### src/rtl/dce_ce_ctrl_if.sv
`default_nettype none
// ============================================================================
// Module   : dce_ce_ctrl_if
// Purpose  : Bundles the request/status signals between a clock-gating
//            requester and the dce_ce_ctrl clock-enable controller.
// Signals  : req_on  - requester -> ctrl, level request for gated clock
//            idle    - requester -> ctrl, gated-domain quiescent flag (synced)
//            ce      - ctrl -> DCE CE pin, registered enable
//            ack     - ctrl -> requester, gated clock running and settled
//            busy    - ctrl -> requester, transition in progress
//            timeout - ctrl -> requester, one-cycle forced gate-off pulse
// Modports : master (requester side), slave (controller side)
// Revision : 1.0 - initial release
// ============================================================================
interface dce_ce_ctrl_if;
   logic req_on;
   logic idle;
   logic ce;
   logic ack;
   logic busy;
   logic timeout;

   modport master (
      output req_on,
      output idle,
      input  ce,
      input  ack,
      input  busy,
      input  timeout
   );

   modport slave (
      input  req_on,
      input  idle,
      output ce,
      output ack,
      output busy,
      output timeout
   );
endinterface : dce_ce_ctrl_if
`default_nettype wire

### src/rtl/dce_ce_ctrl.sv
`default_nettype none
// ============================================================================
// Module   : dce_ce_ctrl
// Purpose  : Sequences the CE pin of a downstream clock gate (DCE). Power-up
//            waits ON_DLY cycles before acknowledging; power-down waits for
//            the gated domain to go idle (or IDLE_TO cycles, then forces it)
//            and then holds CE low for at least OFF_DLY+1 cycles.
// Ports    : clk - free-running clock (also drives DCE clkin)
//            rst - synchronous active-high reset
//            bus - dce_ce_ctrl_if.slave (req_on, idle in; ce, ack, busy,
//                  timeout out, all outputs registered)
// Params   : ON_DLY  (1..255)   cycles of ce high before ack
//            OFF_DLY (1..255)   minimum ce-low hold after gating off
//            IDLE_TO (1..65535) drain cycles before a forced gate-off
// Revision : 1.0 - initial release
// ============================================================================
module dce_ce_ctrl #(
   parameter int ON_DLY  = 4,
   parameter int OFF_DLY = 4,
   parameter int IDLE_TO = 1024
) (
   input  wire           clk,
   input  wire           rst,
   dce_ce_ctrl_if.slave  bus
);

   localparam int MAX_A   = (ON_DLY > OFF_DLY) ? ON_DLY : OFF_DLY;
   localparam int MAX_DLY = (MAX_A > IDLE_TO) ? MAX_A : IDLE_TO;
   localparam int CNT_W   = $clog2(MAX_DLY + 1);

   localparam logic [CNT_W-1:0] ON_LD   = CNT_W'(ON_DLY);
   localparam logic [CNT_W-1:0] OFF_LD  = CNT_W'(OFF_DLY);
   localparam logic [CNT_W-1:0] IDLE_LD = CNT_W'(IDLE_TO);
   localparam logic [CNT_W-1:0] ONE     = CNT_W'(1);

   localparam logic [2:0] S_OFF      = 3'd0;
   localparam logic [2:0] S_PRE_ON   = 3'd1;
   localparam logic [2:0] S_ON       = 3'd2;
   localparam logic [2:0] S_DRAIN    = 3'd3;
   localparam logic [2:0] S_POST_OFF = 3'd4;

   logic [2:0]       state_q, state_d;
   logic [CNT_W-1:0] cnt_q, cnt_d;
   logic             ce_q, ce_d;
   logic             ack_q, ack_d;
   logic             busy_q, busy_d;
   logic             tmo_q, tmo_d;

   // Next-state logic. A count of 1 (or 0, defensively) ends a timed state,
   // so the counter never has to pass below zero.
   always_comb begin
      state_d = state_q;
      cnt_d   = cnt_q;
      tmo_d   = 1'b0;
      case (state_q)
         S_OFF: begin
            if (bus.req_on) begin
               state_d = S_PRE_ON;
               cnt_d   = ON_LD;
            end
         end
         S_PRE_ON: begin
            // Runs to completion; a dropped request is handled from ON.
            if (cnt_q <= ONE) begin
               state_d = S_ON;
               cnt_d   = '0;
            end else begin
               cnt_d = cnt_q - ONE;
            end
         end
         S_ON: begin
            if (!bus.req_on) begin
               state_d = S_DRAIN;
               cnt_d   = IDLE_LD;
            end
         end
         S_DRAIN: begin
            // Renewed request wins over idle and over an expiring count.
            if (bus.req_on) begin
               state_d = S_ON;
               cnt_d   = '0;
            end else if (bus.idle) begin
               state_d = S_POST_OFF;
               cnt_d   = OFF_LD;
            end else if (cnt_q <= ONE) begin
               state_d = S_POST_OFF;
               cnt_d   = OFF_LD;
               tmo_d   = 1'b1;
            end else begin
               cnt_d = cnt_q - ONE;
            end
         end
         S_POST_OFF: begin
            // req_on deliberately ignored until OFF is reached.
            if (cnt_q <= ONE) begin
               state_d = S_OFF;
               cnt_d   = '0;
            end else begin
               cnt_d = cnt_q - ONE;
            end
         end
         default: begin
            state_d = S_OFF;
            cnt_d   = '0;
         end
      endcase
   end

   // Outputs are decoded from the next state and registered, so ce has no
   // combinational path from any input.
   always_comb begin
      ce_d   = (state_d == S_PRE_ON) || (state_d == S_ON) || (state_d == S_DRAIN);
      ack_d  = (state_d == S_ON);
      busy_d = (state_d == S_PRE_ON) || (state_d == S_DRAIN) || (state_d == S_POST_OFF);
   end

   always_ff @(posedge clk) begin
      if (rst) begin
         state_q <= S_OFF;
         cnt_q   <= '0;
         ce_q    <= 1'b0;
         ack_q   <= 1'b0;
         busy_q  <= 1'b0;
         tmo_q   <= 1'b0;
      end else begin
         state_q <= state_d;
         cnt_q   <= cnt_d;
         ce_q    <= ce_d;
         ack_q   <= ack_d;
         busy_q  <= busy_d;
         tmo_q   <= tmo_d;
      end
   end

   assign bus.ce      = ce_q;
   assign bus.ack     = ack_q;
   assign bus.busy    = busy_q;
   assign bus.timeout = tmo_q;

endmodule : dce_ce_ctrl
`default_nettype wire

### src/flat_wrapper.sv
// flat-port wrapper written by rule: the top's interface ports become plain ports
module dce_ce_ctrl_flat 
#(
   parameter int ON_DLY  = 4,
   parameter int OFF_DLY = 4,
   parameter int IDLE_TO = 1024
)
  (clk, rst, bus_req_on, bus_idle, bus_ce, bus_ack, bus_busy, bus_timeout);
  dce_ce_ctrl_if bus_i ();
  input  wire clk;
  input  wire rst;
  input wire logic [$bits(bus_i.req_on)-1:0] bus_req_on;
  input wire logic [$bits(bus_i.idle)-1:0] bus_idle;
  output wire logic [$bits(bus_i.ce)-1:0] bus_ce;
  output wire logic [$bits(bus_i.ack)-1:0] bus_ack;
  output wire logic [$bits(bus_i.busy)-1:0] bus_busy;
  output wire logic [$bits(bus_i.timeout)-1:0] bus_timeout;
  assign bus_i.req_on = bus_req_on;
  assign bus_i.idle = bus_idle;
  assign bus_ce = bus_i.ce;
  assign bus_ack = bus_i.ack;
  assign bus_busy = bus_i.busy;
  assign bus_timeout = bus_i.timeout;
  dce_ce_ctrl #(.ON_DLY(ON_DLY), .OFF_DLY(OFF_DLY), .IDLE_TO(IDLE_TO)) u_core (.clk(clk), .rst(rst), .bus(bus_i));
endmodule
### config.mk
export PLATFORM = sky130hd
export DESIGN_NAME = dce_ce_ctrl_flat
export DESIGN_NICKNAME = d
export VERILOG_FILES = /design/src/rtl/dce_ce_ctrl_if.sv /design/src/rtl/dce_ce_ctrl.sv /design/src/flat_wrapper.sv
export SDC_FILE = /design/constraint.sdc
export NUM_CORES = 1
export LEC_CHECK = 0
export CORE_MARGIN = 8
export CORE_UTILIZATION = 30
export CTS_CLUSTER_SIZE = 14
export DETAILED_ROUTE_END_ITERATION = 8
export PLACE_DENSITY = 0.45
export SETUP_SLACK_MARGIN = 0.02
export SYNTH_ARGS = -nofsm -noshare
export SYNTH_HDL_FRONTEND = slang
export SYNTH_SLANG_ARGS = --single-unit
export TNS_END_PERCENT = 10
### constraint.sdc
create_clock -name clk -period 4.2 [get_ports clk]
set_input_delay 1.05 -clock clk [delete_from_list [all_inputs] [get_ports clk]]
set_output_delay 1.05 -clock clk [all_outputs]
set_load 0.01 [all_outputs]
Word level (Yosys, flattened, before mapping):

Cells that the tools add are included.

* flip-flop bits (word level): 18
* output and inout bits: 4
* input bits: 4

* reductions and logical operators: 8
* equality and inequality tests: 10
* bitwise logic cells: 1
* order comparisons: 1
* $add $sub $neg: 1
* muxes and demuxes: 16

Operators by type and width (count)
* $mux 11: 6
* $pmux 11 s4: 1
* $mux 3: 7
* $pmux 3 s5: 1
* $eq 3x2->1 const B: 4
* $le 11x1->1 const B: 1
* $sub 11x1->11 const B: 1
* $eq 3x1->1 const B: 2
* $eq 3x3->1 const B: 2
* $logic_or 1x1->1: 4
* $ne 2x2->1 const B: 2
* $reduce_or 4->1: 1
* $logic_not 3->1: 1
* $reduce_and 2->1: 1
* $reduce_or 2->1: 1
* $mux 1: 1
* $not 1->1: 1

Logic depth before layout (Yosys ltp):

Gate-level depths: netlist of the first run.

* depth after elaboration: 8
* depth in mapped cells: 6
* gate-level depth less buffers: 6

Worst setup path before layout of the first run:

Ideal clock, no wire load.

* kind: input to register
* start point: input port bus_req_on
* end point: register u_core.cnt_q[4]
* required time: 4.125 ns
* arrival time: 2.043 ns
* setup slack: 2.082 ns
* path buffers: 1
* stages on the path: 5
* path through: buf_2 -> xor2_1 -> nor2_1 -> or3_1 -> o22ai_1

* longest elaborated chain between the ends: 2
* elaborated cells between the ends (all ways): 5

Ends and longest elaborated chain
* start: declaration: RTL line flat_wrapper.sv:12 `input wire logic [$bits(bus_i.req_on)-1:0] bus_req_on;`
* $mux 11 or $ne 2x2->1 (tied branches)
* $pmux 11 s4 or $reduce_and 2->1 (tied branches)
* end signal: assignment: RTL line dce_ce_ctrl.sv:127 `cnt_q <= cnt_d;`
* end: declaration: RTL line dce_ce_ctrl.sv:43 `logic [CNT_W-1:0] cnt_q, cnt_d;`

Several ways; a longest one is shown, not always the timed one.
A chain may end at the register's enable or synchronous reset.

Worst setup path in the final report of the first run:

* start point: input port bus_req_on
* end point: register u_core.cnt_q[8]

Same word-level chain as after synthesis.

==> results.toml, run 1 <==
[power]
power.total_w = 0.0009963
total_leakage_power_nw = 0.4185
power_density_nw_per_um2 = 815.0
ir_drop_mv = 0.2150

[clocking]
clk_pin_slew_ns = 0.11
clk_latency_ns = 0.31
clkSinkCount = 18
htreeDepth = 1
clock_path_buffers = 2
cts.repair.resized = 0
clock-root-buffer = "clkbuf_4"
cts_tree = "yes"
cts_buffers = 3
post_cts_buffers = 0
postCtsHoldBufs = 0

[placement]
post_dp_cell_area_um2 = 1186
place_congestion = 0.7528
dp_cells = 178
port_buffers = 7
dp_hpwl_mm = 1.924

[floorplanning]
die_x_um = 76.24
dieHeight_um = 76.24
pin_count = 8
fp-row-count = 22
start_util = 0.3042
core_um2 = 3578
die_area_um2 = 5812

[critical_path]
end_kind = "flip-flop"
cp-start-kind = "primary input"
worstPathMaxFanout = 11
crit_arrival_ns = 2.77
slowest_delay_ns = 0.54
crit_chain = "clkdlybuf4s50_1 -> o21ai_0 -> a21o_1 -> nand3_1 -> o21ai_0"
worstPathRequired_ns = 4.42
reg2reg_depth = 5
path_class = "in2reg"
path_common_cell = "o21ai_0"
cp_slowest_cell = "clkdlybuf4s50_1"

[global_route]
antenna_found_initial = 0
grtUsageTotal = 0.09432
overflow = 0
grt_pass1_vias = 887
grt_max_degree = 18
grt_pass1_wl_mm = 4.491

[timing]
slew_viol_final = 0
fin_skew_ns = 0.01332
tightest_slew_ns = 0.5911
setup_viol_count_final = 0
max_freq_ghz = 0.3927
tns_ns = 0
fin_crit_ns = 2.546
hold_viol = 0
fin_crit_sh = 0.6063
rsz0062_at_grt = "false"
slew_headroom = 0.6047

[hold_path]
min_path_type = "reg2reg"
hold_depth = 2

[final_layout]
num_antenna_cells = 0
layout.cells.non_filler = 182
synthToLayoutAreaGrowth_pct = 12.30
fill_cells = 410
multi_input_area_um2 = 654.4
utilization = 0.3416
layout.nets = 141
seq_area_um2 = 360.3
final_cell_area_um2 = 1222
drive_gt1_frac = 0.08209

[synth]
yosysWarnings = 0
synthAdderAreaFrac = 0.02299
seq_area_frac_synth = 0.3310
synth_compound_area_frac = 0.2425
synth_xor_area_frac = 0.03218
syn_nets = 136
ys.flop_type = "dfxtp_1"
synth_top_family_by_area = "simple AND/OR/NAND/NOR gates"
netlist_area_um2 = 1089
synth-seq-cells = 18
synth_cell_types = 40
synth_mux_area_frac = 0.02299
postSynthCellCount = 130
yosys.area_share.simple = 0.2805
async_flop_share = 0
synth_edf_count = 0
synth.avg_cell_area_um2 = 8.373

[route]
antenna_left = 0
routedWlPerCell_um = 14.59
drtPass1Iterations = 4
wl_mm = 2.655
drtIter0Drc = 115
vias = 959
drc = 0
via_per_inst = 5.269

[run_status]
status = "complete, no violations"

[flow_run]
maxCapViolCount = 0
-- cells in the final DEF (no fill, tap or decap), types with 3 or more instances in the layout --
cell type,netlist,layout
nor2_1,8,8
clkbuf_4,0,3
a41oi_1,5,5
nor2b_1,4,4
or3_1,3,3
o22ai_1,4,4
nor3b_1,3,3
nor3_1,4,4
a21oi_1,7,7
o21ai_0,4,4
dfxtp_1,18,18
nand2_1,7,7
inv_1,11,11
clkdlybuf4s50_1,0,7
a31oi_1,5,5
xor2_1,3,3
nand3_1,7,7
nand2b_1,4,4
-- layout make-up --
type	instances	share of cell area
Multi-Input combinational cell	94	0.5353
Sequential cell	18	0.2948
Clock buffer	4	0.02968
Timing Repair Buffer	7	0.05732
Tap cell	48	0.04913
Inverter	11	0.03378
-- metal layers --
metal  routed length, µm  vias up  track usage
li1                    -      486            -
met1                1335      448       0.1331
met2                1164       23       0.1328
met3                 133        2      0.03066
met4                  21        0      0.02308
met5                   0        -            0
-- power breakdown --
group | leakage [nW] | switching (W) | internal (W)
logic | 0.250 | 0.000335 | 0.000249
registers | 0.147 | 0.0000724 | 0.000225
clock network | 0.0210 | 0.0000623 | 0.0000529
-- cell usage after synthesis, drive strengths merged, types with 2 or more instances --
cell type  number  area, µm²
a21o            2      15.01
a21oi           7      35.03
a31oi           5      31.28
a32oi           2      25.03
a41oi           5      43.79
buf             5      25.02
clkbuf          2      7.510
dfxtp          18      360.4
ha              2      25.02
inv            11      41.29
nand2           7      26.28
nand2b          4      25.02
nand3           7      35.03
nand3b          2      15.01
nand4           2      12.51
nor2            8      30.03
nor2b           4      25.02
nor3            5      36.29
nor3b           4      35.03
nor4            2      27.53
o21ai           4      20.02
o22ai           4      25.02
or3             3      18.77
xor2            3      26.28
-- state kept, by name (all words and copies together) (netlist names) --
| name | flops |
|---|---|
| u_core.bus.ce | 1 |
| u_core.bus.ack | 1 |
| u_core.bus.busy | 1 |
| u_core.cnt_q | 11 |
| u_core.state_q | 3 |
| u_core.bus.timeout | 1 |
-- metrics by stage --
step	worst slack (ns)	hold slack (ns)
3_3_place_gp	1.422	0.4779
6_report	1.654	0.5034
5_1_grt	1.468	0.5356
2_1_floorplan	2.082	0.4612
3_5_place_dp	1.340	0.4885
4_1_cts	1.660	0.5083
-- cell families (layout without fill, tap and decap cells) --
| family | Yosys count | count (layout) |
|---|---|---|
| simple gates | 51 | 51 |
| flops | 18 | 18 |
| fa+ha+maj | 2 | 2 |
| xor+xnor | 4 | 4 |
| mux | 2 | 2 |
| buf+inv | 18 | 22 |
| compound gates | 35 | 35 |
-- worst max-delay path, delay by kind of cell --
| family | cells | cell delay, ns |
|---|---|---|
| buffers and inverters | 1 | 0.54 |
| AND/OR/NAND/NOR | 1 | 0.24 |
| AO/OA/AOI/OAI | 3 | 0.94 |
-- path summary, 6_finish.rpt --
path                          end  slack, ns       startpoint
setup / recovery  u_core.cnt_q[8]       1.65       bus_req_on
hold / removal    u_core.cnt_q[5]       0.50  u_core.cnt_q[5]
setup reg to reg  u_core.cnt_q[8]       2.36  u_core.cnt_q[1]
hold reg to reg   u_core.cnt_q[5]       0.50  u_core.cnt_q[5]
No activity file was read; power rests on OpenSTA's default activity.
==> run 2: changes to the inputs <==
Settings changed: PLACE_DENSITY 0.45 to 0.47.
Clock period 4.2 ns to 2.2 ns, I/O delays scaled along.
==> results.toml, run 2 (same netlist as run 1, synthesis figures left out) <==
[clocking]
clk_latency_ns = 0.30
clkSinkCount = 18
clock-root-buffer = "clkbuf_4"
post_cts_buffers = 0
cts_tree = "yes"
clock_path_buffers = 2
cts_buffers = 3
postCtsHoldBufs = 0
clk_pin_slew_ns = 0.11
htreeDepth = 1
cts.repair.resized = 0

[critical_path]
end_kind = "flip-flop"
crit_chain = "clkdlybuf4s50_1 -> o21ai_0 -> a21o_1 -> nand3_1 -> o22ai_1"
crit_arrival_ns = 2.07
path_class = "in2reg"
cp_slowest_cell = "clkdlybuf4s50_1"
critPathTopFamily = "compound AO/OA/AOI/OAI gates"
slowest_delay_ns = 0.43
worstPathRequired_ns = 2.43
crit_buf_inv = 1
worstPathMaxFanout = 11
cp-start-kind = "primary input"

[floorplanning]
start_util = 0.3042
core_um2 = 3578
dieHeight_um = 76.24
fp-row-count = 22
pin_count = 8
die_area_um2 = 5812
die_x_um = 76.24

[timing]
tns_ns = 0
tightest_slew_ns = 0.5542
fin_crit_sh = 0.8356
fin_crit_ns = 1.838
fin_skew_ns = 0.004666
max_freq_ghz = 0.5440
hold_viol = 0
setup_viol_count_final = 0
slew_viol_final = 0
worst_slack_ns = 0.3617
slew_headroom = 0.6303
rsz0062_at_grt = "false"

[final_layout]
multi_input_area_um2 = 654.4
drive_gt1_frac = 0.1214
most-common-layout-cells = "dfxtp_1 (18), inv_1 (11), nor2_1 (8)"
seq_area_um2 = 360.3
largest_reg_flops = 11
layout.nets = 148
top_regs = "u_core.cnt_q x11, u_core.state_q x3"
synthToLayoutAreaGrowth_pct = 15.86
largest-register = "u_core.cnt_q"
fill_cells = 400
mostFrequentLayoutCell = "dfxtp_1"
num_antenna_cells = 0

[route]
drc = 0
via_per_inst = 5.069
drtPass1Iterations = 4
drtIter0Drc = 51
wl_mm = 2.524
antenna_left = 0
vias = 953
routedWlPerCell_um = 13.43

[global_route]
grt_max_degree = 18
grt_pass1_vias = 953
overflow = 0
antenna_found_initial = 0
grtUsageTotal = 0.09033
grt_pass1_wl_mm = 4.340

[hold_path]
min_path_type = "reg2reg"

[power]
ir_drop_mv = 0.4492
power_density_nw_per_um2 = 1488
total_leakage_power_nw = 0.4451

[run_status]
status = "complete, no violations"

[placement]
dp_hpwl_mm = 1.917
place_ws_ns = 0.04874
place_congestion = 0.7667
port_buffers = 7

[flow_run]
maxCapViolCount = 0
==> run 2: cell types whose count changed in the layout (fill, tap and decap cells not counted) <==
cell / change
buf_4: +7
clkbuf_8: -1
==> run 2: through the flow <==
step                      cells  instance area [µm²]  hold slack [ns]  total power (W)  utilization
after floorplan             130                 1089           0.4612         0.001432            -
after global placement      185                 1239           0.4827         0.001712       0.3462
after detailed placement    185                 1239           0.4890         0.001715       0.3462
after CTS                   188                 1261           0.5052         0.001887       0.3524
after global routing        188                 1261           0.5359         0.002054       0.3524
final                       188                 1261           0.5030         0.001877       0.3524
==> run 2: power by group <==
group          switching [W]  internal (W)
Sequential          0.000134      0.000429
Combinational       0.000635      0.000509
Clock               0.000106     0.0000638
Total               0.000875       0.00100
==> run 2: layout make-up <==
type / count / share of cell area
timing repair buffer: 14 / 0.09722
multi-input combinational: 94 / 0.5188
sequential: 18 / 0.2857
inverter: 11 / 0.03274
tap: 48 / 0.04762
clock buffer: 3 / 0.01786
==> run 2: worst register-to-register path: stages (launching register included) <==
cell and delay (ns):
dfxtp_1 0.39, nor4_4 0.38, o2111ai_4 0.36, a32oi_2 0.40, nor3b_2 0.21
==> run 2: worst paths after layout <==
kind / start / endpoint / slack, ns / depth (start not counted)
max: bus_idle / u_core.cnt_q[4] / 0.36 / 5
min: u_core.cnt_q[5] / u_core.cnt_q[5] / 0.50 / 2
max reg2reg: u_core.cnt_q[6] / u_core.bus.ack / 0.40 / 4
min reg2reg: u_core.cnt_q[5] / u_core.cnt_q[5] / 0.50 / 2
==> run 2: routing by layer <==
layer	wire (µm)	vias to the layer above	track usage	share of wire
li1	-	502	-	-
met1	1238	433	0.1122	0.49
met2	1143	12	0.1388	0.45
met3	77	6	0.02476	0.031
met4	65	0	0.04615	0.026
met5	0	-	0	0
==> run 3: changes to the inputs <==
Settings changed: PLACE_DENSITY 0.47 to 0.45.
Clock period 2.2 ns to 1.7 ns, I/O delays scaled along.
==> results.toml, run 3 (same netlist as run 1, synthesis figures left out) <==
[timing]
fin_crit_ns = 1.610
fin_crit_sh = 0.9468
hold_viol = 0
rsz0062_at_grt = "true"
slew_headroom = 0.7121
setup_viol_count_final = 0
tightest_slew_ns = 0.4285
slew_viol_final = 0
max_freq_ghz = 0.6213
fin_skew_ns = 0.01155
tns_ns = 0

[clocking]
clk_latency_ns = 0.30
clkSinkCount = 18
cts_buffers = 3
clock-root-buffer = "clkbuf_4"
htreeDepth = 1
clk_pin_slew_ns = 0.12
cts_tree = "yes"
postCtsHoldBufs = 0
clock_path_buffers = 2

[critical_path]
worstPathRequired_ns = 1.92
reg2reg_depth = 6
cp-start-kind = "primary input"
path_class = "in2reg"
crit_arrival_ns = 1.83
worstPathMaxFanout = 7
end_kind = "flip-flop"
cp_slowest_cell = "clkdlybuf4s50_1"
slowest_delay_ns = 0.46
crit_chain = "clkdlybuf4s50_1 -> buf_4 -> nor3b_1 -> nand2_1 -> a2bb2oi_1 -> a21oi_1"

[placement]
port_buffers = 7
dp_hpwl_mm = 2.048
place_congestion = 0.8059

[floorplanning]
pin_count = 8
die_area_um2 = 5812
core_um2 = 3578
fp-row-count = 22
dieHeight_um = 76.24
start_util = 0.3042
die_x_um = 76.24

[final_layout]
num_antenna_cells = 0
largest-register = "u_core.cnt_q"
synthToLayoutAreaGrowth_pct = 34.94
most-common-layout-cells = "buf_4 (30), dfxtp_1 (18), inv_1 (11)"
largest_reg_flops = 11
drive_gt1_frac = 0.2667
fill_cells = 377
top_regs = "u_core.cnt_q x11, u_core.state_q x3"
mostFrequentLayoutCell = "buf_4"
layout.nets = 172

[hold_path]
min_path_type = "reg2reg"
hold_depth = 2

[power]
ir_drop_mv = 0.7206
power.total_w = 0.003098
power_density_nw_per_um2 = 2109
total_leakage_power_nw = 0.5673

[global_route]
overflow = 0
grt_max_degree = 11
grtUsageTotal = 0.09739
antenna_found_initial = 0
grt_pass1_wl_mm = 4.767
grt_pass1_vias = 1014

[route]
vias = 1107
via_per_inst = 5.197
antenna_left = 0
drtPass1Iterations = 4
drc = 0
drtIter0Drc = 101
wl_mm = 2.838
routedWlPerCell_um = 13.32

[run_status]
status = "complete, no violations"

[flow_run]
maxCapViolCount = 0
run 3: cell types whose count changed in the layout (fill, tap and decap cells not counted), sizes merged:
cell | previous run | this run
buf | 7 | 30
clkbuf | 3 | 4
o2111ai | 1 | 2
run 3: worst max-delay path, delay by kind of cell:
kind | cells | cell delay [ns]
compound gates | 2 | 0.33
buf+inv | 2 | 0.65
simple gates | 2 | 0.43
run 3: area by class of cell:
class | count | area (µm²) | area share
tap | 48 | 60.06 | 0.04089
inverter | 11 | 41.29 | 0.02811
sequential | 18 | 360.3 | 0.2453
clock buffer | 4 | 36.28 | 0.02470
multi-input combinational | 95 | 675.6 | 0.4600
timing repair buffer | 37 | 295.3 | 0.2010
run 3: where the power goes:
group / total (W) / switching, W / internal [W] / leakage [nW]
Sequential: 0.000693 / 0.000138 / 0.000555 / 0.147
Combinational: 0.00213 / 0.00102 / 0.00111 / 0.399
Clock: 0.000276 / 0.000146 / 0.000131 / 0.0210
Total: 0.00310 / 0.00131 / 0.00179 / 0.567
run 3: final timing paths:
check	start	slack, ns	end
max	bus_req_on	0.09	u_core.cnt_q[2]
min	u_core.cnt_q[5]	0.52	u_core.cnt_q[5]
max reg2reg	u_core.cnt_q[6]	0.10	u_core.cnt_q[2]
min reg2reg	u_core.cnt_q[5]	0.52	u_core.cnt_q[5]
run 3: what timing repair did:
item	4_1_cts	5_1_grt
cloned	0	1
endpoints found under the setup margin	2	16
pin swaps	2	3
endpoints found under the hold margin	0	0
resized for setup	0	3
buffers inserted	4	2
run 3: per-layer routing:
metal / track usage / vias to the layer above / part of all wire
li1: - / 548 / -
met1: 0.1334 / 526 / 0.49
met2: 0.1474 / 31 / 0.45
met3: 0.02123 / 2 / 0.052
met4: 0.02885 / 0 / 0.0074
met5: 0 / - / 0
run 3: stage by stage:
step	util	hold slack (ns)	setup WS [ns]	area, µm²	cells
2_1_floorplan	-	0.4612	0.2068	1089	130
3_3_place_gp	0.3818	0.4892	-0.2086	1366	202
3_5_place_dp	0.3818	0.5008	-0.2404	1366	202
4_1_cts	0.4004	0.5214	0.03270	1433	210
5_1_grt	0.4105	0.5407	0.01689	1469	213
6_report	0.4105	0.5238	0.09044	1469	213
